File: config.mk
export PLATFORM = sky130hd
export DESIGN_NAME = rf_writeback
export DESIGN_NICKNAME = d
export VERILOG_FILES = /design/src/rtl/rf_writeback_pkg.sv /design/src/rtl/rf_writeback_fifo.sv /design/src/rtl/rf_writeback.sv
export SDC_FILE = /design/constraint.sdc
export NUM_CORES = 1
export LEC_CHECK = 0
export CORE_MARGIN = 5
export CORE_UTILIZATION = 28
export DETAILED_ROUTE_END_ITERATION = 6
export PLACE_DENSITY = 0.47
export SYNTH_ARGS = -nofsm -noshare
export SYNTH_HDL_FRONTEND = slang
export SYNTH_HIERARCHICAL = 1
export SYNTH_SLANG_ARGS = --single-unit
File: constraint.sdc
create_clock -name i_clk -period 9.42 [get_ports i_clk]
set_input_delay 1.884 -clock i_clk [delete_from_list [all_inputs] [get_ports i_clk]]
set_output_delay 1.884 -clock i_clk [all_outputs]
set_load 0.005 [all_outputs]
File: src/rtl/rf_writeback_pkg.sv
// rf_writeback_pkg -- shared configuration for the register-file writeback slice.
//   CFG_RW        : register data width
//   CFG_REGNO     : number of architectural registers
//   CFG_REGNO_LOG : register index width
package rf_writeback_pkg;

  localparam int unsigned CFG_RW        = 16;
  localparam int unsigned CFG_REGNO     = 8;
  localparam int unsigned CFG_REGNO_LOG = 3;

endpackage

File: src/rtl/rf_writeback_fifo.sv
// wb_fifo -- 2-deep queue of pending register-file writes.
//   i_clk, i_rst_n : clock, synchronous active-low reset
//   push, push_*   : enqueue one entry {reg, lo, hi, pair}; ignored when full
//   pop            : dequeue head entry; ignored when empty
//   head_*         : fields of the oldest entry
//   count/full/empty : occupancy
//   ent_vld/ent_reg/ent_pair : per-slot view used to build the busy mask
module wb_fifo
  import rf_writeback_pkg::*;
#(
  parameter int unsigned RW        = CFG_RW,
  parameter int unsigned REGNO_LOG = CFG_REGNO_LOG
) (
  input  logic                 i_clk,
  input  logic                 i_rst_n,
  input  logic                 push,
  input  logic [REGNO_LOG-1:0] push_reg,
  input  logic [RW-1:0]        push_lo,
  input  logic [RW-1:0]        push_hi,
  input  logic                 push_pair,
  input  logic                 pop,
  output logic [REGNO_LOG-1:0] head_reg,
  output logic [RW-1:0]        head_lo,
  output logic [RW-1:0]        head_hi,
  output logic                 head_pair,
  output logic [1:0]           count,
  output logic                 full,
  output logic                 empty,
  output logic [1:0]           ent_vld,
  output logic [REGNO_LOG-1:0] ent_reg [2],
  output logic [1:0]           ent_pair
);

  logic [REGNO_LOG-1:0] reg_q [2];
  logic [RW-1:0]        lo_q  [2];
  logic [RW-1:0]        hi_q  [2];
  logic [1:0]           pair_q;
  logic [1:0]           vld_q;
  logic                 wr_ptr;
  logic                 rd_ptr;
  logic                 push_ok;
  logic                 pop_ok;

  assign full    = &vld_q;
  assign empty   = ~|vld_q;
  assign count   = {1'b0, vld_q[0]} + {1'b0, vld_q[1]};
  assign push_ok = push & ~full;
  assign pop_ok  = pop & ~empty;

  // With the guards above, push and pop can only hit the same slot when
  // one of them is suppressed, so the two vld_q updates never collide.
  always_ff @(posedge i_clk) begin
    if (!i_rst_n) begin
      vld_q  <= '0;
      wr_ptr <= 1'b0;
      rd_ptr <= 1'b0;
    end else begin
      if (push_ok) begin
        vld_q[wr_ptr] <= 1'b1;
        wr_ptr        <= ~wr_ptr;
      end
      if (pop_ok) begin
        vld_q[rd_ptr] <= 1'b0;
        rd_ptr        <= ~rd_ptr;
      end
    end
  end

  always_ff @(posedge i_clk) begin
    if (push_ok) begin
      reg_q[wr_ptr]  <= push_reg;
      lo_q[wr_ptr]   <= push_lo;
      hi_q[wr_ptr]   <= push_hi;
      pair_q[wr_ptr] <= push_pair;
    end
  end

  assign head_reg  = reg_q[rd_ptr];
  assign head_lo   = lo_q[rd_ptr];
  assign head_hi   = hi_q[rd_ptr];
  assign head_pair = pair_q[rd_ptr];

  assign ent_vld    = vld_q;
  assign ent_reg[0] = reg_q[0];
  assign ent_reg[1] = reg_q[1];
  assign ent_pair   = pair_q;

endmodule

File: src/rtl/rf_writeback.sv
// rf_writeback -- merges execute and load results into a 2-entry write queue
// and drains it into the register file one word per cycle.
//   i_clk, i_rst_n       : clock, synchronous active-low reset
//   i_ex_*  / o_ex_ready : execute results (optionally a 32-bit register pair)
//   i_mem_* / o_mem_ready: load results (single word, priority over execute)
//   o_rf_ie/o_rf_gie/o_rf_d : registered one-hot write port to the register file
//   o_busy_mask          : registers targeted by any still-queued write
module rf_writeback
  import rf_writeback_pkg::*;
#(
  parameter int unsigned RW        = CFG_RW,
  parameter int unsigned REGNO     = CFG_REGNO,
  parameter int unsigned REGNO_LOG = CFG_REGNO_LOG
) (
  input  logic                 i_clk,
  input  logic                 i_rst_n,
  input  logic                 i_ex_valid,
  output logic                 o_ex_ready,
  input  logic [REGNO_LOG-1:0] i_ex_reg,
  input  logic [RW-1:0]        i_ex_data,
  input  logic [RW-1:0]        i_ex_data_hi,
  input  logic                 i_ex_pair,
  input  logic                 i_mem_valid,
  output logic                 o_mem_ready,
  input  logic [REGNO_LOG-1:0] i_mem_reg,
  input  logic [RW-1:0]        i_mem_data,
  output logic [REGNO-1:0]     o_rf_ie,
  output logic                 o_rf_gie,
  output logic [RW-1:0]        o_rf_d,
  output logic [REGNO-1:0]     o_busy_mask
);

  localparam logic [1:0] ST_IDLE  = 2'd0;
  localparam logic [1:0] ST_WR_LO = 2'd1;
  localparam logic [1:0] ST_WR_HI = 2'd2;

  localparam logic [REGNO_LOG-1:0] LSB = REGNO_LOG'(1);

  logic [1:0]           state_q;
  logic [1:0]           state_d;

  logic                 push;
  logic                 push_mem;
  logic [REGNO_LOG-1:0] push_reg;
  logic [RW-1:0]        push_lo;
  logic [RW-1:0]        push_hi;
  logic                 push_pair;
  logic                 pop;

  logic [REGNO_LOG-1:0] head_reg;
  logic [RW-1:0]        head_lo;
  logic [RW-1:0]        head_hi;
  logic                 head_pair;
  logic [1:0]           count;
  logic [1:0]           count_next;
  logic                 full;
  logic                 empty;
  logic [1:0]           ent_vld;
  logic [REGNO_LOG-1:0] ent_reg [2];
  logic [1:0]           ent_pair;

  logic                 wr_en;
  logic [REGNO_LOG-1:0] wr_idx;
  logic [RW-1:0]        wr_data;

  // Acceptance is decided on the pre-edge occupancy only: a pop in the same
  // cycle never frees a slot for a push when the queue is full.
  assign o_mem_ready = i_rst_n & ~full;
  assign o_ex_ready  = i_rst_n & ~full & ~i_mem_valid;
  assign push_mem    = i_mem_valid & o_mem_ready;
  assign push        = push_mem | (i_ex_valid & o_ex_ready);
  assign push_reg    = push_mem ? i_mem_reg  : i_ex_reg;
  assign push_lo     = push_mem ? i_mem_data : i_ex_data;
  assign push_hi     = push_mem ? '0         : i_ex_data_hi;
  assign push_pair   = push_mem ? 1'b0       : i_ex_pair;

  wb_fifo #(
    .RW        (RW),
    .REGNO_LOG (REGNO_LOG)
  ) u_fifo (
    .i_clk     (i_clk),
    .i_rst_n   (i_rst_n),
    .push      (push),
    .push_reg  (push_reg),
    .push_lo   (push_lo),
    .push_hi   (push_hi),
    .push_pair (push_pair),
    .pop       (pop),
    .head_reg  (head_reg),
    .head_lo   (head_lo),
    .head_hi   (head_hi),
    .head_pair (head_pair),
    .count     (count),
    .full      (full),
    .empty     (empty),
    .ent_vld   (ent_vld),
    .ent_reg   (ent_reg),
    .ent_pair  (ent_pair)
  );

  // The word driven onto the write port at an edge is chosen from the
  // current head; the entry is popped on the same edge as its last word.
  always_comb begin
    pop     = 1'b0;
    wr_en   = 1'b0;
    wr_idx  = '0;
    wr_data = '0;
    state_d = ST_IDLE;
    if (state_q == ST_WR_HI) begin
      wr_en   = 1'b1;
      wr_idx  = head_reg | LSB;
      wr_data = head_hi;
      pop     = 1'b1;
    end else if (!empty) begin
      wr_en   = 1'b1;
      wr_data = head_lo;
      if (head_pair) begin
        wr_idx = head_reg & ~LSB;
      end else begin
        wr_idx = head_reg;
        pop    = 1'b1;
      end
    end
    count_next = count + 2'(push) - 2'(pop);
    if (wr_en && !pop) begin
      state_d = ST_WR_HI;
    end else if (count_next != 2'd0) begin
      state_d = ST_WR_LO;
    end
  end

  always_ff @(posedge i_clk) begin
    if (!i_rst_n) begin
      state_q  <= ST_IDLE;
      o_rf_gie <= 1'b0;
      o_rf_ie  <= '0;
      o_rf_d   <= '0;
    end else begin
      state_q  <= state_d;
      o_rf_gie <= wr_en;
      o_rf_ie  <= wr_en ? ({{(REGNO-1){1'b0}}, 1'b1} << wr_idx) : '0;
      o_rf_d   <= wr_data;
    end
  end

  always_comb begin
    o_busy_mask = '0;
    for (int unsigned e = 0; e < 2; e++) begin
      if (ent_vld[e]) begin
        if (ent_pair[e]) begin
          o_busy_mask[ent_reg[e] & ~LSB] = 1'b1;
          o_busy_mask[ent_reg[e] | LSB]  = 1'b1;
        end else begin
          o_busy_mask[ent_reg[e]] = 1'b1;
        end
      end
    end
  end

endmodule

==> flow_metrics.py <==
metrics = {
    "yosys": {
        "synth_edf_count": 72,
        "yosysTopAreaCell": "edfxtp_1",
        "syn_area_per_cell_um2": 14.1,
        "ys_types": 31,
        "synthTopCellsByCount": "edfxtp_1 (72), nand2_1 (38), dfxtp_1 (32)",
        "yosysWarnings": 6,
        "synth_most_common_cell": "edfxtp_1",
        "ys_top_cells_by_area": "edfxtp_1 (49%), dfxtp_1 (14%), mux2_4 (10%)",
        "synth_top_area_share_pct": 48.6,
        "synth-seq-cells": 104,
        "synth_ff_type": "edfxtp_1",
        "synth_area_mm2": 0.00444,
        "synthesis.instances": 316,
        "async_flop_share_pct": 0,
        "ys_seq_area_share_pct": 63.1,
        "syn_nets": 379,
    },
    "clocking": {
        "postCtsSetupBuffers": 0,
        "cts_sinks": 104,
        "cts_tree": "done",
        "worstSkewPairLatency_ps": 340,
        "path_clk_slew_ps": 70,
        "ctsLongestPathBuffers": 2,
        "cts_buffers": 9,
        "ctsHtreeMaxLevel": 3,
        "ctsResizeCount": 0,
        "root_buffer": "clkbuf_16",
        "cts_hold_buf": 0,
    },
    "cells_and_area": {
        "diodes": 0,
        "area_growth_pct": 31.1,
        "n_fill_cell": 1520,
        "final_util_pct": 37.1,
        "drive_above_1_share_pct": 20.0,
        "nets": 473,
    },
    "run_status": {
        "status": "finished, final reports clean",
    },
    "drt": {
        "dr.first_iter.drc_count": 91,
        "routed_wl_um": 9380,
        "final_antenna_net_count": 0,
        "wl_per_cell_um": 14.9,
        "drtPass1Iterations": 4,
        "drc": 0,
        "via_per_inst": 4.23,
        "via_count": 2669,
    },
    "worst_setup_path": {
        "critPathKind": "in2out",
        "cp-end-kind": "output port",
        "required_ps": 7540,
        "crit_arrival_ps": 3350,
        "cp_max_fo": 11,
        "start_kind": "input pin",
        "worstRegToRegCells": 8,
    },
    "die": {
        "die_w_um": 136,
        "ioPinCount": 94,
        "fp.dieH_um": 136,
        "coreArea_mm2": 0.0157,
        "die_area_mm2": 0.0185,
        "initial_core_util_pct": 28.3,
        "placementRows": 46,
    },
    "global_routing": {
        "overflow": 0,
        "grt_max_degree": 38,
        "grt_pass1_wl_um": 14400,
        "grt_pass1_vias": 2798,
        "track_usage_pct": 10.3,
        "antenna_found_initial": 0,
    },
    "min_path": {
        "hold_depth": 2,
        "holdCritPathClass": "reg2reg",
    },
    "sta": {
        "rsz0062_at_grt": "no",
        "finalSetupViolations": 0,
        "final.period_utilization_pct": 55.6,
        "max_freq_mhz": 191,
        "slew_violations": 0,
        "finalSetupTns_ps": 0,
        "hold_viol_final": 0,
        "fin_skew_ps": 6.22,
        "slew_headroom_pct": 36.3,
        "min_period_ps": 5230,
        "worstMarginPinSlew_ps": 952,
    },
    "placed_design": {
        "gp_congestion": 0.737,
        "post-dp-hpwl_um": 6430,
        "port_buffers": 93,
    },
    "pwr": {
        "pwr_density_cell_mw_per_mm2": 171,
        "max-vdd-ir-drop_v": 0.0000864,
        "p_leak_nw": 2.06,
    },
    "run": {
        "cap_violations": 0,
    },
}
-- flip-flops by register name (all words and copies together) (netlist names), named ones only --
register	count
o_rf_d	16
u_fifo/ent_vld	2
u_fifo/ent_pair	2
o_rf_gie	1
u_fifo/hi_q	32
u_fifo/reg_q	6
u_fifo/lo_q	32
u_fifo/rd_ptr	1
o_rf_ie	8
state_q	2
u_fifo/wr_ptr	1
-- layout by cell type (no fill, tap or decap), drive strengths merged --
cell	n
o22ai	8
clkinv	3
inv	10
o21ai	5
ha	4
xnor2	3
nand2	39
nand2b	12
nor2b	3
dfxtp	32
and2	20
clkbuf	11
nor3b	1
clkdlybuf4s50	93
clkinvlp	2
buf	3
edfxtp	72
mux2	55
a21oi	16
nor3	2
and4	1
o2111ai	1
o221a	3
o21a	1
nor2	15
-- layer usage --
layer  global-route usage, %  share of wire (%)
met5                       0                  0
met4                    5.15                2.3
met3                    1.52                3.2
met2                    18.6                 53
met1                    11.9                 42
-- layout make-up --
cell class	count	area, um^2	area share [%]
Sequential cell	104	2800	48.1
Inverter	10	37.5	0.644
Multi-Input combinational cell	189	1490	25.6
Tap cell	216	270	4.64
Timing Repair Buffer	96	953	16.4
Clock buffer	11	233	4.00
Clock inverter	5	33.8	0.580
-- through the flow --
stage,power (mW),setup slack [ps],cell area [um^2],cells,hold WS (ps)
2_1_floorplan,0.620,5190,4440,316,550
3_3_place_gp,0.679,4210,5560,615,579
3_5_place_dp,0.680,4190,5560,615,586
4_1_cts,1.01,4180,5820,631,598
5_1_grt,1.04,4120,5820,631,630
6_report,0.998,4190,5820,631,593
-- cell families (layout without fill, tap and decap cells) --
kind of cell             Yosys count  after routing  share of synthesized area (%)
multiplexers                      55             55                           16.5
adder cells (fa/ha/maj)            4              4                           1.13
flip-flops                       104            104                           63.1
XOR/XNOR                           3              3                          0.591
AND/OR/NAND/NOR                   93             93                           10.3
AO/OA/AOI/OAI                     34             34                           4.70
buffers and inverters             23            122                           3.74
-- path summary, 6_finish.rpt --
kind	slack, ps	end	from
worst max-delay path	4190	o_ex_ready	i_rst_n
worst min-delay path	590	u_fifo/ent_vld[1]	u_fifo/rd_ptr
worst max register to register	6860	state_q[0]	state_q[0]
worst min register to register	590	u_fifo/ent_vld[1]	u_fifo/rd_ptr
-- critical path, stage by stage --
cell	delay (ps)
clkdlybuf4s50_1	700
nand2b_2	130
nor2_1	110
clkdlybuf4s50_1	530
-- where the power goes --
| group | switching (mW) | internal (mW) |
|---|---|---|
| Combinational | 0.0594 | 0.0791 |
| Sequential | 0.00985 | 0.519 |
| Clock | 0.152 | 0.179 |
No activity file was read; power rests on OpenSTA's default activity.
==> edit 1: new RTL, same settings <==
Change the package constant `CFG_RW` from 16 to 32.
--- a/src/rtl/rf_writeback_pkg.sv
+++ b/src/rtl/rf_writeback_pkg.sv
@@ -6,3 +6,3 @@
 
-  localparam int unsigned CFG_RW        = 16;
+  localparam int unsigned CFG_RW        = 32;
   localparam int unsigned CFG_REGNO     = 8;
Ports: changed (resized i_ex_data, i_ex_data_hi, i_mem_data and o_rf_d); port bits go from 94 to 158. The function was not compared with the original's and may differ.
==> edit 1 against the original RTL <==
- total power up 89%
- via count increased by 69%
- worst setup slack worse by 0.064 ns
- wire length grew 79%
- design area increased by 74%
- sequential cell count rose by 80
- synthesized area is 72% higher
- critical path depth stayed put
- critical path type unchanged
- critical endpoint unchanged
- largest cell class unchanged
- highest routed layer is now met5
==> edit 1: results (changes against the original RTL) <==
status = finished clean (unchanged)
syn avg cell area = 14.7 um^2 (was 14.1 um^2)
Worst Setup SP = i_rst_n (unchanged)
RePlAce Congestion = 0.713 (was 0.737)
Port Buffers = 157 (was 93)
# DRC = 0 (unchanged)
CP Max Fanout = 11 (unchanged)
EDFF count, synth = 136 (was 72)
commonest cells in the netlist = 136 x edfxtp_1, 69 x nand2_1, 50 x mux2_4, 48 x dfxtp_1, 38 x mux2_2 (was 72 x edfxtp_1, 38 x nand2_1, 32 x dfxtp_1, 30 x mux2_4, 25 x mux2_2)
Detailed Routing Iterations Pass 1 = 4 (unchanged)
final setup vio count = 0 (unchanged)
CP arrival = 3.41 ns (was 3.35 ns)
YS warnings = 6 (unchanged)
placed cell count = 994 (was 615)
Nets = 783 (was 473)
clock root buffer = clkbuf_16 (unchanged)
Max-slew headroom = 0.225 (was 0.363)
Most used DFF post-synth = edfxtp_1 (unchanged)
VDD IR-drop max = 0.0000824 V (was 0.0000864 V)
vias in the first global route = 4793 (was 2798)
Gate power share = 0.122 (was 0.139)
Global Route Usage Sum = 0.110 (was 0.103)
Syn Nets = 629 (was 379)
layout cells sized above 1 = 0.197 (was 0.200)
postcts setup bufs = 0 (unchanged)
via density per instance = 4.39 (was 4.23)
global-route wire length before repair = 26300 um (was 14400 um)
dpl cell area = 9530 um^2 (was 5560 um^2)
Overflow after GRT = 0 (unchanged)
Worst-Skew Late Latency = 0.43 ns (was 0.34 ns)
clock buffer count from CTS = 17 (was 9)
FF-to-FF Start = state_q[0] (unchanged)
internal power = 1.44 mW (was 777 uW)
Unique masters post-synth = 30 (was 31)
pin count of the biggest net entering global routing = 71 (was 38)
drt total wl = 16800 um (was 9380 um)
DR WL/cell = 16.3 um (was 14.9 um)
worst hold path startpoint = u_fifo/rd_ptr (unchanged)
# diodes = 0 (unchanged)
biggest regs = u_fifo/hi_q x64, u_fifo/lo_q x64, o_rf_d x32 (was u_fifo/hi_q x32, u_fifo/lo_q x32, o_rf_d x16)
synth top area cells = edfxtp_1 53%, dfxtp_1 13%, mux2_4 9.8% (was edfxtp_1 49%, dfxtp_1 14%, mux2_4 10%)
post-synthesis async set-or-reset flop share = 0 (unchanged)
Iteration-0 DRC Markers = 231 (was 91)
clock skew = 0.0103 ns (was 0.00622 ns)
Clk network pwr share = 0.382 (was 0.332)
H-tree depth = 4 (was 3)
initial antenna violation count = 1 (was 0)
sequential area share after synthesis = 0.661 (was 0.631)
P_leak = 3.61 nW (was 2.06 nW)
DP Wirelength = 10200 um (was 6430 um)
==> edit 1: logic make-up (layout without fill, tap and decap cells) <==
kind of cell / after synthesis / count (layout) / synth area share
buffers and inverters: 36 / 203 / 0.0274
adder cells (fa/ha/maj): 4 / 4 / 0.00656
multiplexers: 103 / 103 / 0.177
flip-flops: 184 / 184 / 0.661
XOR/XNOR: 3 / 3 / 0.00344
AO/OA/AOI/OAI: 50 / 50 / 0.0392
AND/OR/NAND/NOR: 138 / 138 / 0.0861
==> edit 1: stage by stage <==
step	util	setup WS, ns	hold WS, ns	power [mW]
floorplan	-	3.70	0.550	1.08
global placement	0.355	4.10	0.570	1.19
detailed placement	0.355	4.10	0.589	1.19
CTS	0.377	4.10	0.606	1.92
global route	0.377	3.97	0.623	1.98
finish	0.377	4.12	0.608	1.89
==> edit 1: area by class of cell <==
cell class | count | area [um^2]
clock inverters | 15 | 185
fillers | 2542 | 16700
clock buffers | 17 | 425
inverters | 10 | 37.5
well taps | 341 | 427
repair buffers | 161 | 1600
flip-flops and latches | 184 | 5050
multi-input cells | 298 | 2420
==> edit 1: critical path, cell delays in order <==
cell and delay [ns]:
clkdlybuf4s50_1 0.70, nand2b_1 0.18, nor2_1 0.13, clkdlybuf4s50_1 0.52
==> edit 1: per-layer routing <==
metal  share of wire  track usage
met1            0.44        0.136
met4          0.0097       0.0314
met5         0.00078            0
met2            0.50        0.190
met3           0.053       0.0283
==> edit 1: worst paths after layout <==
path | to | slack (ns) | cells after the start
worst min-delay path | u_fifo/ent_vld[1] | 0.61 | 2
worst max-delay path | o_ex_ready | 4.12 | 4
worst max register to register | state_q[0] | 6.73 | 8
worst min register to register | u_fifo/ent_vld[1] | 0.61 | 2
==> edit 2: new RTL, config.mk and constraints unchanged <==
Made on the original files. Make the reset (`i_rst_n`) asynchronous in 2 clocked blocks. Comments in the files are not updated.
--- a/src/rtl/rf_writeback_fifo.sv
+++ b/src/rtl/rf_writeback_fifo.sv
@@ -51,3 +51,3 @@
   // one of them is suppressed, so the two vld_q updates never collide.
-  always_ff @(posedge i_clk) begin
+  always_ff @(posedge i_clk or negedge i_rst_n) begin
     if (!i_rst_n) begin
--- a/src/rtl/rf_writeback.sv
+++ b/src/rtl/rf_writeback.sv
@@ -131,3 +131,3 @@
 
-  always_ff @(posedge i_clk) begin
+  always_ff @(posedge i_clk or negedge i_rst_n) begin
     if (!i_rst_n) begin
Behaviour: differs if i_rst_n is asserted again (counterexample within 4 cycles, from zero or initial values and one cycle with i_rst_n low); with i_rst_n held inactive, the same outputs for 10 cycles.
==> edit 2 against the original RTL <==
- synthesized area is 3.0% higher
- hold slack worse by 0.069 ns
- die area is 2.7% higher
- wire length is 5.5% lower
- design area is 2.3% higher
- worst setup slack better by 0.0084 ns
- sequential cell count is 1 lower
- core utilization is 0.31 points higher
- clock skew is 0.0018 ns higher
Power is not compared: it rests on default switching activity, and its combinational part moved more than twofold at a synthesized area within 25%.
==> edit 2: results (changes against the original RTL) <==
metal2 WL = 4250 um (was 4930 um)
Post-Synth XOR/XNOR Area = 0.00902 (was 0.00591)
placed cell count = 585 (was 615)
GR Util met2 = 0.160 (was 0.186)
layout cells sized above 1 = 0.234 (was 0.200)
dpl cell area = 5700 um^2 (was 5560 um^2)
measured slew at the worst slew-check pin = 1.07 ns (was 0.952 ns)
area taken by multi-input logic gates = 1520 um^2 (was 1490 um^2)
clock skew = 0.00797 ns (was 0.00622 ns)
post-synthesis async set-or-reset flop share = 0.301 (was 0)
CP arrival = 3.34 ns (was 3.35 ns)
met1 GRT Util = 0.128 (was 0.119)
Slowest-stage cell, CP = buf_2 (was clkdlybuf4s50_1)
Unique masters post-synth = 35 (was 31)
vias in the first global route = 2664 (was 2798)
dpl ws = 4.11 ns (was 4.19 ns)
CP Max Fanout = 33 (was 11)
WL met3 = 448 um (was 301 um)
sequential area share after synthesis = 0.642 (was 0.631)
met3 Use GR = 0.0215 (was 0.0152)
Global Route Usage Sum = 0.0998 (was 0.103)
Syn Nets = 349 (was 379)
fillcell total = 1543 (was 1520)
global-route wire length before repair = 14100 um (was 14400 um)
synthesized-area fraction occupied by adder cells = 0.0109 (was 0.0113)
commonest cells in the netlist = 72 x edfxtp_1, 49 x mux2_2, 31 x dfrtp_1, 20 x mux2_4, 20 x nor2b_1 (was 72 x edfxtp_1, 38 x nand2_1, 32 x dfxtp_1, 30 x mux2_4, 25 x mux2_2)
Crit path largest cell delay = 0.61 ns (was 0.70 ns)
status = finished clean (unchanged)
via density per instance = 4.19 (was 4.23)
DR WL/cell = 14.8 um (was 14.9 um)
met1 WL = 3980 um (was 3940 um)
Nets = 443 (was 473)
-- edit 2: path summary, 6_finish.rpt --
kind	slack, ns	from	end	cells after the start
min in group asynchronous	1.62	i_rst_n	o_rf_ie[3]	1
max in group asynchronous	7.25	i_rst_n	u_fifo/rd_ptr	1
worst max register to register	6.65	u_fifo/rd_ptr	state_q[0]	7
worst max-delay path	4.19	i_rst_n	o_ex_ready	4
worst min register to register	0.52	u_fifo/wr_ptr	u_fifo/wr_ptr	1
worst min-delay path	0.52	u_fifo/wr_ptr	u_fifo/wr_ptr	1
-- edit 2: layout make-up --
| type | instances | share of cell area |
|---|---|---|
| Clock buffer | 10 | 0.0384 |
| Clock inverter | 6 | 0.00462 |
| Inverter | 8 | 0.00504 |
| Multi-Input combinational cell | 163 | 0.256 |
| Sequential cell | 103 | 0.493 |
| Tap cell | 216 | 0.0453 |
| Timing Repair Buffer | 95 | 0.158 |
